==> src/rtl/seq_div16x8.sv <==
// seq_div16x8: sequential restoring divider, DW-bit dividend by VW-bit divisor.
// Produces one quotient bit per clock. Start is a level-sampled request taken
// only in IDLE. A zero divisor completes immediately with an all-ones quotient
// and the low dividend bits as remainder, and flags dz.
module seq_div16x8 #(
  parameter int DW = 16,
  parameter int VW = 8
) (
  input  logic          clk,
  input  logic          rst,
  input  logic          st,
  input  logic [DW-1:0] dividend,
  input  logic [VW-1:0] divisor,
  output logic [DW-1:0] quotient,
  output logic [VW-1:0] remainder,
  output logic          busy,
  output logic          done,
  output logic          dz
);

  localparam int CW = $clog2(DW + 1);

  typedef enum logic [0:0] {
    IDLE = 1'b0,
    RUN  = 1'b1
  } state_t;

  state_t        state_r, state_nx;
  logic [DW-1:0] q_r, q_nx;        // dividend shifting out, quotient shifting in
  logic [VW:0]   pr_r, pr_nx;      // partial remainder, one guard bit wide
  logic [VW-1:0] dvs_r, dvs_nx;    // latched divisor
  logic [CW-1:0] cnt_r, cnt_nx;    // quotient bits still to produce
  logic [DW-1:0] quo_nx;
  logic [VW-1:0] rem_nx;
  logic          busy_nx, done_nx, dz_nx;
  logic [VW:0]   pr_shift;
  logic [VW:0]   pr_sub;
  logic          ge;

  // State register and all datapath/output registers.
  always_ff @(posedge clk or negedge rst) begin
    if (!rst) begin
      state_r   <= IDLE;
      q_r       <= {DW{1'b0}};
      pr_r      <= {(VW+1){1'b0}};
      dvs_r     <= {VW{1'b0}};
      cnt_r     <= {CW{1'b0}};
      quotient  <= {DW{1'b0}};
      remainder <= {VW{1'b0}};
      busy      <= 1'b0;
      done      <= 1'b0;
      dz        <= 1'b0;
    end else begin
      state_r   <= state_nx;
      q_r       <= q_nx;
      pr_r      <= pr_nx;
      dvs_r     <= dvs_nx;
      cnt_r     <= cnt_nx;
      quotient  <= quo_nx;
      remainder <= rem_nx;
      busy      <= busy_nx;
      done      <= done_nx;
      dz        <= dz_nx;
    end
  end

  // Next-state and next-value logic: accept in IDLE, one restoring step per RUN edge.
  always_comb begin
    state_nx = state_r;
    q_nx     = q_r;
    pr_nx    = pr_r;
    dvs_nx   = dvs_r;
    cnt_nx   = cnt_r;
    quo_nx   = quotient;
    rem_nx   = remainder;
    busy_nx  = busy;
    done_nx  = 1'b0;
    dz_nx    = dz;
    // The guard bit keeps the shifted remainder from wrapping before the compare.
    pr_shift = {pr_r[VW-1:0], q_r[DW-1]};
    pr_sub   = pr_shift - {1'b0, dvs_r};
    ge       = (pr_shift >= {1'b0, dvs_r});

    case (state_r)
      IDLE: begin
        busy_nx = 1'b0;
        if (st) begin
          q_nx   = dividend;
          dvs_nx = divisor;
          pr_nx  = {(VW+1){1'b0}};
          cnt_nx = CW'(DW);
          if (divisor != {VW{1'b0}}) begin
            state_nx = RUN;
            busy_nx  = 1'b1;
          end else begin
            // Divide by zero finishes on the accepting edge itself.
            quo_nx  = {DW{1'b1}};
            rem_nx  = dividend[VW-1:0];
            dz_nx   = 1'b1;
            done_nx = 1'b1;
          end
        end else begin
          state_nx = IDLE;
        end
      end
      RUN: begin
        q_nx   = {q_r[DW-2:0], ge};
        pr_nx  = ge ? pr_sub : pr_shift;
        cnt_nx = cnt_r - CW'(1);
        if (cnt_r == CW'(1)) begin
          state_nx = IDLE;
          busy_nx  = 1'b0;
          done_nx  = 1'b1;
          dz_nx    = 1'b0;
          quo_nx   = q_nx;
          rem_nx   = pr_nx[VW-1:0];
        end else begin
          busy_nx = 1'b1;
        end
      end
      default: begin
        state_nx = IDLE;
        busy_nx  = 1'b0;
      end
    endcase
  end

endmodule

==> config.mk <==
export PLATFORM = sky130hd
export DESIGN_NAME = seq_div16x8
export DESIGN_NICKNAME = d
export VERILOG_FILES = /design/src/rtl/seq_div16x8.sv
export SDC_FILE = /design/constraint.sdc
export NUM_CORES = 1
export LEC_CHECK = 0
export CORE_MARGIN = 1
export CORE_UTILIZATION = 56
export DETAILED_ROUTE_END_ITERATION = 7
export PLACE_DENSITY = 0.87
export SLEW_MARGIN = 0
export SYNTH_ARGS = -nofsm -noshare
export SYNTH_HDL_FRONTEND = slang
export SYNTH_SLANG_ARGS = --single-unit
==> constraint.sdc <==
create_clock -name clk -period 4.11 [get_ports clk]
set_clock_uncertainty 0.05 [all_clocks]
set_input_delay 0.822 -clock clk [delete_from_list [all_inputs] [get_ports clk]]
set_output_delay 0.822 -clock clk [all_outputs]
set_load 0.005 [all_outputs]
==> flow_summary_export.csv <==
group,metric,value,unit
cells_and_area,final.fill_count,334,
setup_path,worstPathMaxFanout,29,
setup_path,crit_chain,"clkdlybuf4s50_1 > nand2_1 > o21ai_4 > buf_4 > o21ai_0 > a21oi_1",
grt,antenna_found_initial,0,
floorplanning,die_y,75.9,µm
setup_path,cp.arrival,3.05,ns
setup_path,crit_family,"buffers and inverters",
pwr,leakage,1.64,nW
pwr,power_frac_clock,16.3,%
pwr,power_switching_share,40.9,%
sta,hold_slack,0.447,ns
floorplanning,rows,26,
routing,viasPerCell,5.65,
pwr,finalPower,3.38,mW
pwr,p_seq_share,33.4,%
cells_and_area,drive_gt1_share,8.33,%
setup_path,reg2regPathDepth,10,
synth,yosys.area.top_type,"dfrtp_1",
pwr,p_sw,1.38,mW
pwr,vdd.ir_drop.worst,0.487,mV
setup_path,crit_path_end_kind,"register",
clock_network,cts_tree,"built",
setup_path,path_buf_inv,2,
clock_network,cts_setup_buffers,0,
routing,drt-initial-drc-count,201,
grt,grt_pass1_wl,11400,µm
place,dp_cells,426,
setup_path,critPathKind,"input port to register",
clock_network,clkSlewWorstSetupHoldPaths,0.08,ns
clock_network,numCtsBuffers,9,
synth,syn_area_per_cell,9.71,µm²
setup_path,cp-start-kind,"input port",
sta,fin_setup_tns,0,ns
grt,grt-ovfl-total,0,
clock_network,cts-root-buf,"clkbuf_8",
clock_network,clk_latency,0.35,ns
cells_and_area,seq_area,0.00160,mm²
pwr,p_comb_share,50.3,%
place,gp_congestion,0.786,
synth,synth_area,0.00306,mm²
clock_network,clk_path_buf_depth,2,
grt,grt_util_all_layers,25.5,%
floorplanning,start_util,59.1,%
synth,syn-num-nets,353,
routing,drc_errors,0,
outcome,status,"finished, final reports clean",
cells_and_area,n_antenna_cell,0,
sta,finalCritPeriodShare,68.7,%
floorplanning,pin_count,54,
synth,synth_seq_cells,64,
synth,synthTopCellsByArea,"dfrtp_1 52%, mux2i_1 7.2%, a21oi_1 6.9%",
sta,period_minus_slack,2.82,ns
setup_path,cp.depth,6,
min_path,holdCritPathClass,"register to register",
place,dp_hpwl,4750,µm
routing,dr.pass1.iters,4,
cells_and_area,syn_to_final_growth,25.9,%
clock_network,htreeDepth,3,
routing,wl,7090,µm
synth,syn_inst,315,
place,numPortBuffers,53,
clock_network,hold_buffers,0,
cells_and_area,fin_area,0.00385,mm²
grt,grt_pass1_vias,2411,
routing,final_antenna_net_count,0,
floorplanning,die_w,75.9,µm
pwr,power_density,879,mW/mm²
cells_and_area,multi_input_area,0.00135,mm²
sta,fmax,354,MHz
sta,slew_headroom,27.2,%
cells_and_area,layoutNonFillerInstCount,442,
setup_path,cp.required,4.34,ns
sta,finalHoldViolations,0,
sta,setup_viol,0,
pwr,intPower,2.00,mW
routing,wire_per_inst,16.0,µm
synth,yosys_warnings,0,
sta,rsz0062_at_grt,"no",
clock_network,cts_resized,0,
clock_network,cts_num_sinks,64,
sta,tightest_slew,1.09,ns
sta,drv_slew,0,
synth,synth_top_area_share,52.4,%
floorplanning,die_area,0.00576,mm²
min_path,hold_depth,2,
routing,via_count,2499,
setup_path,slowest_stage,"clkdlybuf4s50_1",
setup_path,cp_slowest_stage_delay,0.80,ns
grt,grt_max_degree,58,
synth,synth-seq-area-share,52.4,%
cells_and_area,final_nets,405,
floorplanning,core_area,0.00517,mm²
flow_run,maxCapViolCount,0,
synth,netlist-cell-type-count,37,
place,place_area,0.00365,mm²
[flip-flops by register name, indices dropped and copies added, names as in the netlist]
register,count
pr_r,8
quotient,16
dvs_r,8
dz,1
state_r,1
remainder,8
cnt_r,5
done,1
q_r,16
[worst paths after layout]
path                                           start                       end  slack, ns
worst max-delay path                              st  remainder[4]$_DFFE_PN0P_       1.29
worst min-delay path            dvs_r[0]$_DFFE_PN0P_      dvs_r[0]$_DFFE_PN0P_       0.45
worst max register to register   q_r[15]$_DFFE_PN0P_  remainder[6]$_DFFE_PN0P_       1.60
worst min register to register  dvs_r[0]$_DFFE_PN0P_      dvs_r[0]$_DFFE_PN0P_       0.45
max in group asynchronous                        rst   quotient[4]$_DFFE_PN0P_       2.56
min in group asynchronous                        rst       q_r[12]$_DFFE_PN0P_       0.62
[layout make-up]
cell class / count / area share (%)
inverters: 14 / 1.36
clock buffers: 9 / 3.22
clock inverters: 7 / 2.05
well taps: 70 / 2.27
repair buffers: 57 / 14.4
flip-flops and latches: 64 / 41.6
multi-input cells: 221 / 35.1
[cell usage in the layout, fill, tap and decap left out, drive strengths merged, types with 2 or more instances in the layout]
cell type,n
inv,16
o22ai,11
ha,10
nor4,2
buf,5
a21oi,43
nor3,3
xnor2,4
nor2,51
clkbuf,9
o21ai,19
a21boi,3
mux2i,22
clkinvlp,3
dfrtp,64
xor2,4
a31oi,2
nand3,3
a211oi,2
clkdlybuf4s50,52
nand2,31
[cell usage after synthesis, drive strengths merged]
master / instances
a211oi: 2
o21ai: 19
o211ai: 1
nand3: 3
inv: 14
ha: 10
a221oi: 1
a21boi: 3
mux2i: 22
nor4: 2
xnor2: 4
nand4b: 1
buf: 6
a311oi: 1
fa: 1
dfrtp: 64
nor2: 51
a31o: 1
clkbuf: 10
mux2: 1
xor2: 4
nor2b: 1
o22ai: 11
nor3: 3
o21bai: 1
nand2: 31
nand2b: 1
and3: 1
a21oi: 43
a31oi: 2
[power groups by stage]
stage	combinational [mW]	sequential, mW	clock (mW)
2_1_floorplan	1.14	1.09	0
3_3_place_gp	1.59	1.12	0
3_5_place_dp	1.67	1.13	0
4_1_cts	1.70	1.13	0.557
5_1_grt	1.86	1.16	0.582
6_report	1.70	1.13	0.552
[stage by stage]
step           worst slack (ns)  util (%)
6_report                   1.29      74.5
5_1_grt                    1.11      74.5
4_1_cts                    1.33      74.5
3_5_place_dp              0.989      70.5
3_3_place_gp               1.08      70.5
2_1_floorplan              1.98         -
[cell families (layout without fill, tap and decap cells)]
group	count (synthesis)	count (layout)	synth area share (%)
and+or+nand+nor	94	94	12.6
AOI/OAI and AO/OA	85	85	16.5
buffers and inverters	30	87	3.84
xor gates and xnor gates	8	8	2.29
muxes	23	23	7.69
DFF	64	64	52.4
adders and majority gates	11	11	4.74
[worst min-delay path, stage by stage (launching register included)]
cell     delay (ns)
dfrtp_1        0.35
nand2_1        0.05
nand2_1        0.06
[routing by layer]
layer,vias to the layer above,GRT usage [%],wire [µm]
li1,1192,-,-
met1,1220,33.4,3090
met2,77,41.4,3560
met3,10,4.70,309
met4,0,11.9,130
met5,-,0,0
(Power assumes the default switching activity.)
